===== src/rtl/y86_pkg.sv =====
// Shared Y86 encodings: instruction codes, status codes, FSM states, register defaults.
package y86_pkg;

  localparam logic [3:0] I_HALT   = 4'h0;
  localparam logic [3:0] I_NOP    = 4'h1;
  localparam logic [3:0] I_RRMOVL = 4'h2;
  localparam logic [3:0] I_IRMOVL = 4'h3;
  localparam logic [3:0] I_RMMOVL = 4'h4;
  localparam logic [3:0] I_MRMOVL = 4'h5;
  localparam logic [3:0] I_OPL    = 4'h6;
  localparam logic [3:0] I_JXX    = 4'h7;
  localparam logic [3:0] I_CALL   = 4'h8;
  localparam logic [3:0] I_RET    = 4'h9;
  localparam logic [3:0] I_PUSHL  = 4'hA;
  localparam logic [3:0] I_POPL   = 4'hB;

  typedef enum logic [1:0] {
    S_AOK = 2'd0,
    S_HLT = 2'd1,
    S_ADR = 2'd2,
    S_INS = 2'd3
  } stat_e;

  typedef enum logic {
    ST_RUN    = 1'b0,
    ST_HALTED = 1'b1
  } wb_state_e;

  localparam int unsigned DEF_SP_IDX = 6;
  localparam int unsigned DEF_RNONE  = 15;

endpackage


===== src/rtl/wb_decode.sv =====
// Raw write-port decode of a retiring instruction, before RNONE and conflict masking.
module wb_decode
  import y86_pkg::*;
#(
  parameter int unsigned DATA_W = 32,
  parameter int unsigned REG_AW = 4,
  parameter int unsigned SP_IDX = DEF_SP_IDX
) (
  input  logic [3:0]        icode,
  input  logic [3:0]        ifun,
  input  logic              cnd,
  input  logic [REG_AW-1:0] rA,
  input  logic [REG_AW-1:0] rB,
  input  logic [DATA_W-1:0] valE,
  input  logic [DATA_W-1:0] valM,
  output logic              en1_c,
  output logic [REG_AW-1:0] dst1_c,
  output logic [DATA_W-1:0] val1_c,
  output logic              en2_c,
  output logic [REG_AW-1:0] dst2_c,
  output logic [DATA_W-1:0] val2_c,
  output logic              illegal_c
);

  // Map icode to port enables, destinations and data.
  always_comb begin
    en1_c     = 1'b0;
    dst1_c    = '0;
    val1_c    = '0;
    en2_c     = 1'b0;
    dst2_c    = '0;
    val2_c    = '0;
    illegal_c = 1'b0;
    case (icode)
      I_HALT, I_NOP, I_RMMOVL, I_JXX: ;
      I_RRMOVL: begin
        // ifun 0 is an unconditional rrmovl
        en1_c  = cnd || (ifun == 4'h0);
        dst1_c = rB;
        val1_c = valE;
      end
      I_IRMOVL, I_OPL: begin
        en1_c  = 1'b1;
        dst1_c = rB;
        val1_c = valE;
      end
      I_MRMOVL: begin
        en1_c  = 1'b1;
        dst1_c = rA;
        val1_c = valM;
      end
      I_CALL, I_RET, I_PUSHL: begin
        en1_c  = 1'b1;
        dst1_c = REG_AW'(SP_IDX);
        val1_c = valE;
      end
      I_POPL: begin
        en1_c  = 1'b1;
        dst1_c = REG_AW'(SP_IDX);
        val1_c = valE;
        en2_c  = 1'b1;
        dst2_c = rA;
        val2_c = valM;
      end
      default: illegal_c = 1'b1;
    endcase
  end

endmodule


===== src/rtl/write_back_ctl.sv =====
// Y86 write-back stage: register-file write commands, halt/exception FSM, retire counter.
module write_back_ctl
  import y86_pkg::*;
#(
  parameter int unsigned DATA_W = 32,
  parameter int unsigned REG_AW = 4,
  parameter int unsigned SP_IDX = DEF_SP_IDX,
  parameter int unsigned RNONE  = DEF_RNONE,
  parameter int unsigned RET_W  = 32
) (
  input  logic              clock,
  input  logic              reset,
  input  logic              in_valid,
  output logic              in_ready,
  input  logic [3:0]        icode,
  input  logic [3:0]        ifun,
  input  logic              cnd,
  input  logic [1:0]        stat,
  input  logic [REG_AW-1:0] rA,
  input  logic [REG_AW-1:0] rB,
  input  logic [DATA_W-1:0] valE,
  input  logic [DATA_W-1:0] valM,
  output logic              regWrite1,
  output logic [REG_AW-1:0] regReg1,
  output logic [DATA_W-1:0] regValue1,
  output logic              regWrite2,
  output logic [REG_AW-1:0] regReg2,
  output logic [DATA_W-1:0] regValue2,
  output logic              halted,
  output logic [1:0]        status,
  output logic [RET_W-1:0]  retired
);

  wb_state_e         r_state;
  stat_e             r_status;
  logic [RET_W-1:0]  r_retired;
  logic              r_wr1;
  logic              r_wr2;
  logic [REG_AW-1:0] r_reg1;
  logic [REG_AW-1:0] r_reg2;
  logic [DATA_W-1:0] r_val1;
  logic [DATA_W-1:0] r_val2;

  logic              w_en1_raw;
  logic              w_en2_raw;
  logic [REG_AW-1:0] w_dst1;
  logic [REG_AW-1:0] w_dst2;
  logic [DATA_W-1:0] w_val1;
  logic [DATA_W-1:0] w_val2;
  logic              w_illegal;
  logic              w_xfer;
  logic              w_en1;
  logic              w_en2;
  stat_e             w_stat_eff;

  wb_state_e         w_state_nxt;
  stat_e             w_status_nxt;
  logic [RET_W-1:0]  w_retired_nxt;
  logic              w_wr1_nxt;
  logic              w_wr2_nxt;

  wb_decode #(
    .DATA_W (DATA_W),
    .REG_AW (REG_AW),
    .SP_IDX (SP_IDX)
  ) u_decode (
    .icode     (icode),
    .ifun      (ifun),
    .cnd       (cnd),
    .rA        (rA),
    .rB        (rB),
    .valE      (valE),
    .valM      (valM),
    .en1_c     (w_en1_raw),
    .dst1_c    (w_dst1),
    .val1_c    (w_val1),
    .en2_c     (w_en2_raw),
    .dst2_c    (w_dst2),
    .val2_c    (w_val2),
    .illegal_c (w_illegal)
  );

  assign in_ready   = (r_state == ST_RUN);
  assign w_xfer     = in_valid && in_ready;
  assign w_stat_eff = w_illegal ? S_INS : stat_e'(stat);

  // RNONE suppression, then port 2 wins a same-register conflict.
  assign w_en2 = w_en2_raw && (w_dst2 != REG_AW'(RNONE));
  assign w_en1 = w_en1_raw && (w_dst1 != REG_AW'(RNONE)) &&
                 !(w_en2 && (w_dst1 == w_dst2));

  // Next state, status, retire count and write strobes.
  always_comb begin
    w_state_nxt   = r_state;
    w_status_nxt  = r_status;
    w_retired_nxt = r_retired;
    w_wr1_nxt     = 1'b0;
    w_wr2_nxt     = 1'b0;
    if (w_xfer) begin
      if (w_stat_eff != S_AOK) begin
        w_state_nxt  = ST_HALTED;
        w_status_nxt = w_stat_eff;
      end else begin
        w_retired_nxt = r_retired + RET_W'(1);
        w_wr1_nxt     = w_en1;
        w_wr2_nxt     = w_en2;
        if (icode == I_HALT) begin
          w_state_nxt  = ST_HALTED;
          w_status_nxt = S_HLT;
        end
      end
    end
  end

  // State register; reset wins over everything including HALTED.
  always_ff @(posedge clock) begin
    if (reset) begin
      r_state   <= ST_RUN;
      r_status  <= S_AOK;
      r_retired <= '0;
      r_wr1     <= 1'b0;
      r_wr2     <= 1'b0;
    end else begin
      r_state   <= w_state_nxt;
      r_status  <= w_status_nxt;
      r_retired <= w_retired_nxt;
      r_wr1     <= w_wr1_nxt;
      r_wr2     <= w_wr2_nxt;
    end
  end

  // Destination/data registers hold until their port writes again.
  always_ff @(posedge clock) begin
    if (reset) begin
      r_reg1 <= '0;
      r_val1 <= '0;
      r_reg2 <= '0;
      r_val2 <= '0;
    end else begin
      if (w_wr1_nxt) begin
        r_reg1 <= w_dst1;
        r_val1 <= w_val1;
      end
      if (w_wr2_nxt) begin
        r_reg2 <= w_dst2;
        r_val2 <= w_val2;
      end
    end
  end

  assign regWrite1 = r_wr1;
  assign regReg1   = r_reg1;
  assign regValue1 = r_val1;
  assign regWrite2 = r_wr2;
  assign regReg2   = r_reg2;
  assign regValue2 = r_val2;
  assign halted    = (r_state == ST_HALTED);
  assign status    = r_status;
  assign retired   = r_retired;

endmodule


===== config.mk =====
export PLATFORM = sky130hd
export DESIGN_NAME = write_back_ctl
export DESIGN_NICKNAME = d
export VERILOG_FILES = /design/src/rtl/y86_pkg.sv /design/src/rtl/wb_decode.sv /design/src/rtl/write_back_ctl.sv
export SDC_FILE = /design/constraint.sdc
export NUM_CORES = 1
export LEC_CHECK = 0
export BUFFER_PORTS_ARGS = -buffer_cell sky130_fd_sc_hd__clkbuf_2
export CELL_PAD_IN_SITES_DETAIL_PLACEMENT = 0
export CELL_PAD_IN_SITES_GLOBAL_PLACEMENT = 1
export CORE_MARGIN = 8
export CORE_UTILIZATION = 33
export CTS_BUF_LIST = sky130_fd_sc_hd__clkbuf_2
export DETAILED_ROUTE_END_ITERATION = 6
export PLACE_DENSITY = 0.78
export SLEW_MARGIN = 20
export SYNTH_ARGS = -nofsm -noshare
export SYNTH_HDL_FRONTEND = slang
export SYNTH_SLANG_ARGS = --single-unit

===== constraint.sdc =====
create_clock -name clock -period 1.9 [get_ports clock]
set_input_delay 0.19 -clock clock [delete_from_list [all_inputs] [get_ports clock]]
set_output_delay 0.19 -clock clock [all_outputs]
set_load 0.01 [all_outputs]

==> impl_results.md <==
* Total of max-cap violations at 0
* Hold EP: status[1]
* Final WL at 18300 um
* CTS tree: built
* Hold path startpoint: icode[3]
* Clk network pwr share at 26.7%
* Final Skew at 0.0424 ns
* DRT Pass-1 Iters at 4
* Horiz. Die Dim at 139 um
* Largest net degree at the start of global routing at 60
* Die area at 0.0194 mm^2
* Final number of hold-violating endpoints at 0
* Main synth FF type: dfxtp_1
* Synthesis-stage register bit count at 109
* FF-to-FF End: retired[24]
* Achievable clock frequency at 483 MHz
* Post-synth EDFFs at 0
* Routed Antenna Nets at 0
* Status: complete, but fails checks
* Root Buffer: clkbuf_2
* First-pass GRT wire length at 28800 um
* Final worst setup slack at -0.170 ns
* P&R area growth vs syn at 56.3%
* Vias in the first global route at 5730
* Worst Reg-to-Reg Cells at 5
* Net Count, Synth at 631
* Gr ovfl total at 0
* Port bufs at 195
* Hold Path Cell Cnt at 4
* Fin cells at 1058
* Top Family by Delay on Critical Path: simple AND/OR/NAND/NOR gates
* Sequential share of power at 58.2%
* Worst hold slack at 0.0768 ns
* Largest family of logic cells by synthesized area: simple AND/OR/NAND/NOR gates
* Netlist cell types at 46
* Total Nets Final at 949
* # clock sinks at 109
* CP Capture Type: flip-flop
* Psw at 1050 uW
* Area share of and/or/nand/nor cells after synthesis at 21.6%
* Period minus WS final at 2.07 ns
* Initial antenna violation count at 3
* Syn_area_per_cell at 9.20 um^2
* Pint at 2940 uW
* Tot Pwr at 3990 uW
* TritonCTS Buffers at 9
* Share of cells above drive strength 1 at 40.0%
* Yosys warns at 0
* Average wire per standard cell at 17.3 um
* RSZ-0062 raised after global routing: yes
* Ports at 196
* Worst-path cell chain: and4b_2, nand3_4, or4_4, or4_1, a21oi_2
* Leak Pwr at 0.00376 uW
* Placer Congestion at 0.856
* # rows at 45
* Deepest clock path buffer count at 2
* Worst hold path class: input port to flip-flop
* Vias at 5406
* Die H at 139 um
* Worst-path clk slew at 0.30 ns
* RR Startpoint: halted
* Worst-Margin Slew at 0.399 ns
* Synth Area in Compound Gates at 12.7%
* Placed Cells at 947
* Synth Area in Adders at 0.250%
* Cell Area, Synth at 0.00501 mm^2
* H-tree lvl count at 3
* Final HPWL DP at 12700 um
* Most frequent cells in the layout: 205 x clkbuf_2, 100 x dfxtp_1, 87 x nor2_1, 79 x dlygate4sd3_1, 63 x buf_4
* CORE AREA at 0.0150 mm^2
* CP required at 2.45 ns
* GR Util All Layers at 18.3%
* Syn Inst Count at 544
* Failing checks: setup timing
* Logic pwr share at 15.1%
* Async set or reset register ratio after synthesis at 0%
* Worst-Skew Late Latency at 0.60 ns
* Synth Area in XOR/XNOR at 2.45%
* PwrDens at 510 mW/mm^2
* Fin. max-slew vios at 0
* Rel. slew slack at 73.4%
* Seq/Total Area, Yosys at 43.6%
* Max stage delay cell, worst path: or4_4
* CP bufs+invs at 0
* Initial Util at 33.3%
* Commonest non-fill, non-tap cell in the layout: clkbuf_2
* Final setup fails at 15
* Crit-path max cell delay at 0.58 ns
* Via density at 5.11
* Critical Path Source Type: flip-flop
* DR iter-0 viols at 282
* Worst vdd rail ir drop at 0.317 mV
* Critical path peak fanout at 6
* Fin crit share at 109%
* Switching Share at 26.3%
* Post-route DRC at 0
* FF-to-FF setup slack at -0.17 ns
* Post-synthesis mux area share at 14.4%
* Worst endpoint data arrival time at 2.62 ns
* Critical path class: flip-flop to flip-flop
tightest hold or removal path, stage by stage:
cell and delay [ns]:
clkbuf_2 0.17, buf_4 0.14, a211oi_1 0.05, nor3_1 0.11
final cells by class:
cell class                 instances  area (um^2)
antenna                            3         7.51
inverter                          11         41.3
clock inverter                     5         52.6
clock buffer                      11         55.1
multi-input combinational        384         2820
tap                              188          235
fill                            1364         7210
timing repair buffer             347         2410
sequential                       109         2200
metrics by stage:
step	setup slack, ns	TNS [ns]	utilization, %	cell area (um^2)
2_1_floorplan	-0.0399	-0.695	-	5160
3_3_place_gp	-0.157	-4.02	44.6	6710
3_5_place_dp	-0.182	-5.83	44.6	6710
4_1_cts	-0.174	-1.87	51.4	7730
5_1_grt	-0.222	-2.54	52.0	7820
6_report	-0.170	-1.62	52.0	7820
flip-flops by register name (all words and copies together), names as in the netlist, 2 cells and up:
register	flops
regReg1	4
status	2
retired	32
regValue2	32
regValue1	32
regReg2	4
per-layer routing:
layer | up-vias | track usage, % | part of all wire [%]
li1 | 2596 | - | -
met2 | 242 | 32.0 | 48
met5 | - | 0 | 0
met3 | 44 | 6.13 | 8.3
met1 | 2524 | 19.3 | 40
met4 | 0 | 9.59 | 3.5
synth_stat cells, types with 3 or more instances:
library cell / number / area [um^2]
inv_1: 11 / 41.3
a21oi_1: 21 / 105
a32oi_1: 32 / 280
a21o_1: 3 / 22.5
nor4_1: 3 / 18.8
xor2_1: 8 / 70.1
and4_1: 3 / 26.3
buf_2: 5 / 25.0
or3_1: 16 / 100
nor3_1: 7 / 35.0
buf_4: 5 / 37.5
dfxtp_1: 109 / 2180
o21ai_1: 11 / 55.1
a221oi_1: 3 / 26.3
buf_6: 3 / 33.8
nand2_1: 18 / 67.6
a22oi_1: 3 / 22.5
clkbuf_1: 28 / 105
o31ai_1: 4 / 30.0
mux2i_1: 36 / 360
xnor2_1: 6 / 52.6
o21ai_0: 4 / 20.0
nand3_1: 9 / 45.0
nand4_1: 10 / 62.6
nor2b_1: 37 / 231
mux2_1: 32 / 360
or4_1: 4 / 30.0
nor2_1: 87 / 327
cell families after synthesis:
logic type | count (synthesis)
simple gates | 210
flops | 109
compound gates | 89
mux | 68
buf+inv | 53
xor+xnor | 14
fa+ha+maj | 1
what timing repair did:
action / in CTS / in global routing
setup buffers: 9 / 2
setup endpoints to repair: 14 / 19
hold buffers: 79 / 0
gates resized for setup: 7 / 17
endpoints found under the hold margin: 72 / 0
cloned: 2 / 0
pin swaps: 13 / 5
power by group through the flow:
stage | Sequential (uW) | Combinational (uW) | Clock [uW]
after floorplan | 2370 | 219 | 0
after global placement | 2360 | 458 | 0
after detailed placement | 2360 | 466 | 0
after CTS | 2320 | 596 | 1120
after global routing | 2330 | 648 | 1210
final | 2320 | 603 | 1060
how the worst max path moves through the flow:
stage,startpoint,to,slack (ns),cells past startpoint
finish,halted,retired[24],-0.17,5
CTS,halted,retired[24],-0.17,5
global route,halted,retired[24],-0.22,5
detailed placement,icode[3],regValue1[19],-0.18,7
global placement,icode[2],retired[24],-0.16,6
floorplan,icode[3],regValue1[0],-0.04,9
No activity file was read; power rests on OpenSTA's default activity.
